<file path="config.mk">
export PLATFORM = sky130hd
export DESIGN_NAME = ext_mem_bus_initiator
export DESIGN_NICKNAME = d
export VERILOG_FILES = /design/src/rtl/ext_mem_bus_initiator.sv
export SDC_FILE = /design/constraint.sdc
export NUM_CORES = 1
export LEC_CHECK = 0
export CORE_ASPECT_RATIO = 0.75
export CORE_MARGIN = 1
export CORE_UTILIZATION = 40
export CTS_CLUSTER_SIZE = 40
export DETAILED_ROUTE_END_ITERATION = 6
export PLACE_DENSITY = 0.79
export SYNTH_ARGS = -nofsm -noshare
export SYNTH_HDL_FRONTEND = slang
export SYNTH_SLANG_ARGS = --single-unit
</file>
<file path="constraint.sdc">
create_clock -name clk -period 5.5 [get_ports clk]
set_input_delay 0.55 -clock clk [delete_from_list [all_inputs] [get_ports clk]]
set_output_delay 0.55 -clock clk [all_outputs]
set_load 0.01 [all_outputs]
</file>
<file path="src/rtl/ext_mem_bus_initiator.sv">
// ext_mem_bus_initiator
// Initiator side of the peripheral memory bus. Turns one CPU load/store into
// an address phase (REQ) and a data phase (DATA), then reports completion with
// a one-cycle cpu_ack (RESP). Load data is sign/zero-extended by access size.
// Optional build macro: EXT_BUS_TIMEOUT_EN adds a bus wait counter that aborts
// a transaction with cpu_err after TIMEOUT_CYCLES stalled cycles.
module ext_mem_bus_initiator #(
  parameter int ADDR_W         = 16,
  parameter int TIMEOUT_CYCLES = 255
) (
  input  logic              clk,
  input  logic              rst_n,
  input  logic              cpu_req,
  input  logic              cpu_we,
  input  logic [ADDR_W-1:0] cpu_addr,
  input  logic [1:0]        cpu_size,
  input  logic              cpu_unsigned,
  input  logic [31:0]       cpu_wdata,
  output logic              cpu_busy,
  output logic              cpu_ack,
  output logic [31:0]       cpu_rdata,
  output logic              cpu_err,
  output logic              bus_req,
  output logic              bus_wr_en,
  output logic [ADDR_W-1:0] bus_addr,
  output logic [1:0]        bus_size,
  output logic [31:0]       bus_wdata,
  input  logic [31:0]       bus_rdata,
  input  logic              bus_ready
);

  typedef enum logic [1:0] {
    S_IDLE = 2'd0,
    S_REQ  = 2'd1,
    S_DATA = 2'd2,
    S_RESP = 2'd3
  } state_t;

  localparam logic [1:0] SZ_BYTE = 2'b00;
  localparam logic [1:0] SZ_HALF = 2'b01;
  localparam logic [1:0] SZ_WORD = 2'b10;
  localparam logic [1:0] SZ_ILL  = 2'b11;

  state_t              r_state;
  logic                r_we;
  logic                r_unsigned;
  logic [1:0]          r_size;
  logic                r_busy;
  logic                r_cpu_ack;
  logic [31:0]         r_cpu_rdata;
  logic                r_cpu_err;
  logic                r_bus_req;
  logic                r_bus_wr_en;
  logic [ADDR_W-1:0]   r_bus_addr;
  logic [1:0]          r_bus_size;
  logic [31:0]         r_bus_wdata;

  logic                w_misaligned;
  logic [31:0]         w_load_data;

`ifdef EXT_BUS_TIMEOUT_EN
  // Counter is at least 8 bits and wide enough to hold TIMEOUT_CYCLES.
  localparam int WAIT_W = ($clog2(TIMEOUT_CYCLES + 1) > 8) ? $clog2(TIMEOUT_CYCLES + 1) : 8;
  localparam logic [WAIT_W-1:0] WAIT_LAST = WAIT_W'(TIMEOUT_CYCLES - 1);
  logic [WAIT_W-1:0]   r_wait;
`endif

  // Reject illegal sizes and accesses not aligned to their size.
  // NOTE: every variable assigned in always_comb gets a default first, so no path can infer a latch.
  always_comb begin
    w_misaligned = 1'b0;
    case (cpu_size)
      SZ_HALF: w_misaligned = cpu_addr[0];
      SZ_WORD: w_misaligned = (cpu_addr[1:0] != 2'b00);
      SZ_ILL:  w_misaligned = 1'b1;
      default: w_misaligned = 1'b0;
    endcase
  end

  // Extend the right-aligned peripheral read data by the latched access size.
  always_comb begin
    w_load_data = bus_rdata;
    case (r_size)
      SZ_BYTE: w_load_data = {{24{~r_unsigned & bus_rdata[7]}},  bus_rdata[7:0]};
      SZ_HALF: w_load_data = {{16{~r_unsigned & bus_rdata[15]}}, bus_rdata[15:0]};
      default: w_load_data = bus_rdata;
    endcase
  end

  // Transaction FSM; every output is a register updated together with the state.
  // NOTE: sequential state uses non-blocking assignments so all registers update from pre-edge values.
  always_ff @(posedge clk) begin
    // NOTE: reset is synchronous; every register, including the state, is cleared inside the clocked block.
    if (!rst_n) begin
      r_state     <= S_IDLE;
      r_we        <= 1'b0;
      r_unsigned  <= 1'b0;
      r_size      <= 2'b00;
      r_busy      <= 1'b0;
      r_cpu_ack   <= 1'b0;
      r_cpu_rdata <= 32'h0;
      r_cpu_err   <= 1'b0;
      r_bus_req   <= 1'b0;
      r_bus_wr_en <= 1'b0;
      r_bus_addr  <= '0;
      r_bus_size  <= 2'b00;
      r_bus_wdata <= 32'h0;
`ifdef EXT_BUS_TIMEOUT_EN
      r_wait      <= '0;
`endif
    end else begin
      r_cpu_ack <= 1'b0;
      case (r_state)
        S_IDLE: begin
          if (cpu_req) begin
            r_we       <= cpu_we;
            r_size     <= cpu_size;
            r_unsigned <= cpu_unsigned;
            r_busy     <= 1'b1;
            if (w_misaligned) begin
              // Rejected without touching the bus.
              r_state     <= S_RESP;
              r_cpu_ack   <= 1'b1;
              r_cpu_err   <= 1'b1;
              r_cpu_rdata <= 32'h0;
            end else begin
              r_state     <= S_REQ;
              r_bus_req   <= 1'b1;
              r_bus_wr_en <= cpu_we;
              r_bus_addr  <= cpu_addr;
              r_bus_size  <= cpu_size;
              r_bus_wdata <= cpu_wdata;
`ifdef EXT_BUS_TIMEOUT_EN
              r_wait      <= '0;
`endif
            end
          end
        end

        S_REQ, S_DATA: begin
          if (bus_ready) begin
            if (r_state == S_REQ) begin
              // Address accepted: drop the strobe, keep the rest of the bus held.
              r_state   <= S_DATA;
              r_bus_req <= 1'b0;
`ifdef EXT_BUS_TIMEOUT_EN
              r_wait    <= '0;
`endif
            end else begin
              r_state     <= S_RESP;
              r_cpu_ack   <= 1'b1;
              r_cpu_err   <= 1'b0;
              r_cpu_rdata <= r_we ? 32'h0 : w_load_data;
              r_bus_wr_en <= 1'b0;
              r_bus_addr  <= '0;
              r_bus_size  <= 2'b00;
              r_bus_wdata <= 32'h0;
            end
          end
`ifdef EXT_BUS_TIMEOUT_EN
          else if (r_wait == WAIT_LAST) begin
            // Peripheral never answered: abandon the access and report an error.
            r_state     <= S_RESP;
            r_cpu_ack   <= 1'b1;
            r_cpu_err   <= 1'b1;
            r_cpu_rdata <= 32'h0;
            r_bus_req   <= 1'b0;
            r_bus_wr_en <= 1'b0;
            r_bus_addr  <= '0;
            r_bus_size  <= 2'b00;
            r_bus_wdata <= 32'h0;
          end else begin
            r_wait <= r_wait + 1'b1;
          end
`endif
        end

        S_RESP: begin
          // A cpu_req seen here is ignored; it is sampled again in IDLE.
          r_state <= S_IDLE;
          r_busy  <= 1'b0;
        end

        default: r_state <= S_IDLE;
      endcase
    end
  end

  assign cpu_busy  = r_busy;
  assign cpu_ack   = r_cpu_ack;
  assign cpu_rdata = r_cpu_rdata;
  assign cpu_err   = r_cpu_err;
  assign bus_req   = r_bus_req;
  assign bus_wr_en = r_bus_wr_en;
  assign bus_addr  = r_bus_addr;
  assign bus_size  = r_bus_size;
  assign bus_wdata = r_bus_wdata;

endmodule

</file>
Yosys cells after proc, flatten, opt, wreduce, memory -nomap -nowiden
Cells that the tools add are included.
- register bits: 93
- input bits: 88
- output and inout port bits: 87
- word-level logic and storage cells: 89
- eq/ne operators: 13
- muxes and demuxes: 48
- bitwise operators: 3
- reduce and logical (&&, ||, !) cells: 12
- operator list (kind ; count):
    $mux W32 ; 9
    $pmux W32 S2 ; 3
    $mux W16 ; 4
    $pmux W16 S2 ; 1
    $mux W1 ; 16
    $reduce_and A5 Y1 ; 3
    $mux W2 ; 7
    $ne A2 B2 Y1 const B ; 6
    $pmux W1 S2 ; 5
    $eq A2 B2 Y1 const B ; 4
    $eq A2 B1 Y1 const B ; 3
    $pmux W2 S3 ; 1
    $reduce_and A2 Y1 ; 3
    $reduce_bool A2 Y1 ; 3
    $logic_not A2 Y1 ; 2
    $pmux W2 S2 ; 1
    $pmux W1 S3 ; 1
    $and A1 B1 Y1 ; 2
    $reduce_or A2 Y1 ; 1
    $not A1 Y1 ; 1

Logic depth before layout (Yosys ltp)
Gate-level depths: netlist of run 1.
- depth in word-level cells: 7
- gate-level depth with buffers: 9

Least setup slack after synthesis of run 1
No wires, ideal clock.
- path type: reg2reg
- from: register r_state[0]
- to: register r_cpu_rdata[10] (netlist: cpu_rdata[10])
- library setup time: 0.122 ns
- data arrival time: 1.848 ns
- required time: 5.378 ns
- setup slack: 3.530 ns
- stages on the path, launching flop included: 9
- cell sequence: dfxtp_1 -> inv_1 -> ha_1 -> inv_2 -> o21ai_4 -> or4b_4 -> buf_6 -> buf_12 -> mux2i_1
- cells in the longest elaborated chain, start to end: 4
- RTL lines (item ; RTL line ; RTL):
    from (decl) ; 44 ; state_t r_state;
    from (signal assigned) ; 95 ; r_state <= S_IDLE;
    from (signal assigned) ; 122 ; r_state <= S_RESP;
    from (signal assigned) ; 127 ; r_state <= S_REQ;
    $eq A2 B1 Y1 or $eq A2 B2 Y1 (tied branches) ; 113, 142 ;
    $reduce_or A2 Y1 ; 113 ; case (r_state)
    $ne A2 B2 Y1 (no source line) or $reduce_bool A2 Y1 (tied branches) ; - ;
    $reduce_and A5 Y1 (no source line) ; - ;
    to (signal assigned) ; 153 ; r_cpu_rdata <= r_we ? 32'h0 : w_load_data;
    to (decl) ; 50 ; logic [31:0] r_cpu_rdata;
Several ways; a longest one is shown, not always the timed one.
A chain may end at the register's enable or synchronous reset.

Worst setup path in the final report of run 1
- from: register r_state[0]
- to: register r_bus_wdata[4] (netlist: bus_wdata[4])
- cells in the longest elaborated chain, start to end: 4
- RTL lines (item ; RTL line ; RTL):
    $eq A2 B1 Y1 or $eq A2 B2 Y1 (tied branches) ; 113, 142 ;
    $reduce_or A2 Y1 ; 113 ;
    $ne A2 B2 Y1 (no source line) or $reduce_bool A2 Y1 (tied branches) ; - ;
    $reduce_and A5 Y1 (no source line) ; - ;
    to (signal assigned) ; 132 ; r_bus_wdata <= cpu_wdata;
    to (decl) ; 56 ; logic [31:0] r_bus_wdata;
Several ways; a longest one is shown, not always the timed one.

==> results of run 1 <==
[routing by layer]
metal | share of wire | vias to the layer above | global-route usage
met5 | 0 | - | 0
met4 | 0.023 | 0 | 0.0696
met3 | 0.052 | 23 | 0.0412
met2 | 0.47 | 112 | 0.324
met1 | 0.46 | 1722 | 0.263
li1 | - | 1825 | -
[registers in the layout (all words and copies together), names as in the netlist]
signal,cells
bus_addr,16
bus_req,1
bus_size,2
bus_wdata,32
bus_wr_en,1
cpu_ack,1
cpu_busy,1
cpu_err,1
cpu_rdata,32
r_size,2
r_state,2
r_unsigned,1
r_we,1
[power by group]
part	total (mW)	switching (mW)	internal [mW]
registers	0.978	0.110	0.868
logic	1.49	0.757	0.732
clock network	0.623	0.258	0.366
[synthesized netlist by cell type (2+ instances only)]
library cell,instances
a21boi_0,4
a21oi_1,2
buf_12,3
buf_2,2
buf_6,6
clkbuf_1,26
dfxtp_1,93
ha_1,5
inv_1,3
mux2i_1,84
nand2_1,103
nand3_1,56
nor2_1,3
nor3b_1,2
nor4b_1,2
o21a_1,8
o21ai_0,14
o21ai_1,11
o311a_1,2
[layout make-up]
cell class / count / area share
sequential: 93 / 0.305
inverter: 4 / 0.00246
clock inverter: 5 / 0.00984
clock buffer: 11 / 0.0398
tap: 132 / 0.0271
multi-input combinational: 311 / 0.328
timing repair buffer: 176 / 0.287
[logic make-up after synthesis]
kind of cell               count (synthesis)
adders and majority gates                  5
buffers and inverters                     42
muxes                                     85
DFF                                       93
AOI/OAI and AO/OA                         46
and+or+nand+nor                          175
[through the flow]
stage	util	cell area (sq um)	instances	hold slack, ps	setup slack, ps
global route	0.622	6100	732	477	2170
finish	0.622	6100	732	455	2390
CTS	0.622	6100	732	456	2400
detailed placement	0.591	5800	716	448	2430
floorplan	-	4110	446	439	3530
global placement	0.591	5800	716	442	2610
[how the worst max path moves through the flow]
stage	from	endpoint	slack, ps	cells past startpoint
after detailed placement	r_state[0]	bus_wdata[4]	2430	7
after global routing	r_state[0]	bus_wdata[4]	2170	7
after CTS	r_state[0]	bus_wdata[4]	2400	7
after global placement	r_state[0]	bus_addr[2]	2610	7
final	r_state[0]	bus_wdata[4]	2390	7
after floorplan	r_state[0]	cpu_rdata[10]	3530	8
[critical path, cell delays in order, from the launching register on]
cell	delay (ps)
dfxtp_1	370
inv_1	110
ha_1	360
inv_2	680
o21ai_4	180
nor4b_2	310
buf_4	720
mux2i_1	280
[cells in the final DEF (no fill, tap or decap), types with 2 or more instances in the layout]
| cell | Yosys | layout |
|---|---|---|
| ha_1 | 5 | 5 |
| clkdlybuf4s50_1 | 0 | 173 |
| nor2_1 | 3 | 3 |
| dfxtp_1 | 93 | 93 |
| nor3b_1 | 2 | 2 |
| a21boi_0 | 4 | 4 |
| o21a_1 | 8 | 8 |
| mux2i_1 | 84 | 84 |
| o21ai_0 | 14 | 14 |
| clkbuf_16 | 0 | 9 |
| a21oi_1 | 2 | 2 |
| inv_1 | 3 | 3 |
| o21ai_1 | 11 | 11 |
| nand3_1 | 56 | 56 |
| clkinv_4 | 0 | 2 |
| buf_4 | 0 | 3 |
| o311a_1 | 2 | 2 |
| nand2_1 | 103 | 103 |
==> flow_summary.ini, run 1 <==
[critical_path]
endpoint_kind = register
reg2reg_slack_ps = 2390
worstPathRequired_ps = 5750
r2r_cells = 7
worstReg2RegStart = r_state[0]
rr_endpoint = bus_wdata[4]
crit_type = register to register
timing.critical_path.arrival_ps = 3360
cp-start-kind = register
crit_fanout = 54

[status]
outcome = finished clean

[synth]
ys_seq_area_frac = 0.453
ys_seq_elements = 93
synth_fp_nets = 539
synth_top_family_by_area = multiplexers
synth_top_cell_by_area = dfxtp_1
synthTopCellsByArea = dfxtp_1 (45%), mux2i_1 (20%), nand2_1 (9.4%)
synthCells = 446
synth_cell_types = 36
yosysWarnings = 0
synth-simple-area-share = 0.191
synth-edff-count = 0
synth-compound-area-share = 0.0724
synth_fa_ha_area_frac = 0.0152
synth_ff_type = dfxtp_1
async_flop_share = 0
yosys.area.top_type_share = 0.453
synth_area_sq_mm = 0.00411
yosys.area_share.xor_xnor = 0
avgSynthCellArea_sq_um = 9.22
synthMuxAreaShare = 0.207

[timing]
report.final.hold_viol_count = 0
rsz0062_at_grt = no
setup_viol = 0
slew_viol_final = 0
max_freq_mhz = 322
fin_tns_setup_ps = 0
clock-skew-final_ps = 9.29
post-route-period-util = 0.565
slew_headroom = 0.251
tightest_slew_ps = 1110
finalCriticalPeriod_ps = 3110

[power]
power-per-cell-area_mw_per_mm2 = 506
power.total_mw = 3.09
ir_drop_v = 0.000430
p_leak_nw = 2.33

[placement]
hpwlAfterDp_microns = 7500
gp_congestion = 0.812
portBuffers = 174

[cts]
cts_made_buffers = 9
post_cts_buffers = 0
hold_buffers = 0
htreeDepth = 3
root_buffer = clkbuf_16
path_clk_slew_ps = 60
cts.sinks = 93
cts_buffer_depth = 2
post_cts_resized = 0
insertion_delay_ps = 330
cts_tree = built

[final_layout]
drive_above_1_share = 0.0400
seq_area_sq_mm = 0.00186
num-fill-cells = 827
n_antenna_cell = 0
multi_input_area_sq_mm = 0.00200
final_nets = 688
area_delta_synth_final_pct = 48.4

[routing]
drc = 0
wire_per_inst_microns = 14.8
wirelength_microns = 10800
vias = 3682
final_antenna_net_count = 0
drtIter0Drc = 209
first_pass_iters = 4
via_per_inst = 5.03

[floorplan]
initial_core_util = 0.419
die_h_microns = 89.8
core_sq_mm = 0.00981
die_area_sq_mm = 0.0107
die_w_microns = 119
core.rowCount = 31
io_pins = 175

[grt]
grt_max_degree = 93
grt_usage = 0.200
grt_first_pass_wirelength_microns = 17400
grt_pass1_vias = 3643
antenna_found_initial = 0
grt-ovfl-total = 0

[worst_hold_path]
min_delay_worst_endpoint = bus_wdata[8]
worstHoldPathCells = 2
hp-class = register to register
worstHoldStart = bus_wdata[8]

[job]
drv_cap = 0
No activity file was read; power rests on OpenSTA's default activity.
==> inputs of run 2 (changes only) <==
--- a/config.mk
+++ b/config.mk
@@ -7,10 +7,10 @@
 export LEC_CHECK = 0
 export CORE_ASPECT_RATIO = 0.75
 export CORE_MARGIN = 1
-export CORE_UTILIZATION = 40
+export CORE_UTILIZATION = 39
 export CTS_CLUSTER_SIZE = 40
 export DETAILED_ROUTE_END_ITERATION = 6
-export PLACE_DENSITY = 0.79
+export PLACE_DENSITY = 0.8
 export SYNTH_ARGS = -nofsm -noshare
 export SYNTH_HDL_FRONTEND = slang
 export SYNTH_SLANG_ARGS = --single-unit
==> constraint.sdc (replaced) <==
create_clock -name clk -period 2.8 [get_ports clk]
set_input_delay 0.28 -clock clk [delete_from_list [all_inputs] [get_ports clk]]
set_output_delay 0.28 -clock clk [all_outputs]
set_load 0.01 [all_outputs]
==> run 2 against run 1 <==
Die area grew 2.5%; worst setup slack lost 1800 ps; clock power increased by 96%; sequential share of layout area shrank 0.32 points.
==> flow_summary.ini, run 2 (synthesized netlist as in run 1, its figures left out) <==
[status]
outcome = finished clean

[grt]
grt_max_degree = 98
grt_first_pass_wirelength_microns = 17300
grt-ovfl-total = 0
grt_usage = 0.197
antenna_found_initial = 0
grt_pass1_vias = 3545

[final_layout]
area_delta_synth_final_pct = 50.0
n_antenna_cell = 0
num-fill-cells = 896
final_nets = 693
final_common_cell = clkdlybuf4s50_1
mostFrequentLayoutCells = clkdlybuf4s50_1 (173), nand2_1 (103), dfxtp_1 (93)
fin_cells = 740
drive_above_1_share = 0.0464

[power]
power.total_mw = 6.15
ir_drop_v = 0.000562
power-per-cell-area_mw_per_mm2 = 998
p_leak_nw = 2.36

[timing]
fin_ws_ps = 630
finalCriticalPeriod_ps = 2170
tightest_slew_ps = 900
rsz0062_at_grt = no
slew_headroom = 0.400
post-route-period-util = 0.775
clock-skew-final_ps = 3.94
slew_viol_final = 0
max_freq_mhz = 461
fin_tns_setup_ps = 0
report.final.hold_viol_count = 0
setup_viol = 0

[critical_path]
reg2reg_slack_ps = 630
worstReg2RegStart = r_state[0]
cp-start-kind = register
timing.critical_path.arrival_ps = 2420
endpoint_kind = register
cp_slowest_cell = nor4b_2
critPathMaxStageDelay_ps = 530
worstPathRequired_ps = 3050
crit_type = register to register
crit_fanout = 27
r2r_cells = 7
worstPathCellList = inv_1, ha_1, nand2b_4, o21ai_4, nor4b_2, buf_12, mux2i_1
rr_endpoint = bus_wdata[23]

[cts]
post_cts_resized = 0
post_cts_buffers = 0
htreeDepth = 3
insertion_delay_ps = 330
path_clk_slew_ps = 60
root_buffer = clkbuf_16
cts_made_buffers = 9
hold_buffers = 0
cts_buffer_depth = 2
cts.sinks = 93
cts_tree = built

[routing]
wire_per_inst_microns = 14.3
via_per_inst = 5.02
drtIter0Drc = 181
final_antenna_net_count = 0
wirelength_microns = 10600
first_pass_iters = 4
drc = 0
vias = 3718

[floorplan]
core_sq_mm = 0.0102
initial_core_util = 0.401
die_w_microns = 121
core.rowCount = 32
io_pins = 175
die_area_sq_mm = 0.0110
die_h_microns = 90.9

[placement]
portBuffers = 174
gp_congestion = 0.823
place_ws_ps = 341
placed_cells = 725
hpwlAfterDp_microns = 7450

[worst_hold_path]
min_delay_worst_endpoint = bus_wdata[22]
hp-class = register to register
worstHoldStart = bus_wdata[22]
worstHoldPathCells = 2

[job]
drv_cap = 0
run 2: cell count changes in the layout (fill, tap and decap cells not counted):
cell,delta
buf_4,+3
buf_12,+2
clkinv_4,-2
clkbuf_8,+1
clkinvlp_4,-1
inv_6,+1
run 2: critical path, delay by kind of cell, from the launching register on:
family / cells / cell delay (ps)
and+or+nand+nor: 2 / 670
DFF: 1 / 360
muxes: 1 / 230
adders and majority gates: 1 / 340
buffers and inverters: 2 / 400
AOI/OAI and AO/OA: 1 / 80
run 2: per-stage QoR:
stage / instance area (sq um) / util / hold WS (ps)
4_1_cts: 6170 / 0.602 / 460
3_5_place_dp: 5870 / 0.572 / 445
2_1_floorplan: 4110 / - / 419
5_1_grt: 6170 / 0.602 / 475
3_3_place_gp: 5870 / 0.572 / 441
6_report: 6170 / 0.602 / 455
run 2: final cells by class:
type | instances | area (sq um) | area share
clock buffer | 12 | 256 | 0.0416
multi-input combinational | 311 | 2000 | 0.325
clock inverter | 3 | 43.8 | 0.00710
sequential | 93 | 1860 | 0.302
tap | 136 | 170 | 0.0276
inverter | 4 | 15.0 | 0.00243
timing repair buffer | 181 | 1820 | 0.295
run 2: where the power goes:
part	switching [mW]	total [mW]	internal (mW)
sequential	0.210	1.91	1.70
clock	0.479	1.22	0.738
combinational	1.51	3.02	1.51
total	2.20	6.15	3.96
run 2: worst max path at each step:
| stage | startpoint | to | slack, ps | cells after the start |
|---|---|---|---|---|
| 6_report | r_state[0] | bus_wdata[23] | 630 | 7 |
| 5_1_grt | r_state[0] | bus_wdata[15] | 450 | 7 |
| 4_1_cts | r_state[0] | bus_wdata[15] | 620 | 7 |
| 3_5_place_dp | cpu_size[0] | bus_wdata[15] | 340 | 6 |
| 3_3_place_gp | cpu_size[0] | bus_wdata[9] | 430 | 6 |
| 2_1_floorplan | r_state[0] | cpu_rdata[18] | 830 | 8 |
run 2: per-layer routing:
layer | up-vias | routed length, microns | track usage | share of wire
li1 | 1828 | - | - | -
met1 | 1761 | 4850 | 0.256 | 0.46
met2 | 117 | 4780 | 0.312 | 0.45
met3 | 12 | 811 | 0.0647 | 0.077
met4 | 0 | 123 | 0.0494 | 0.012
met5 | - | 0 | 0 | 0
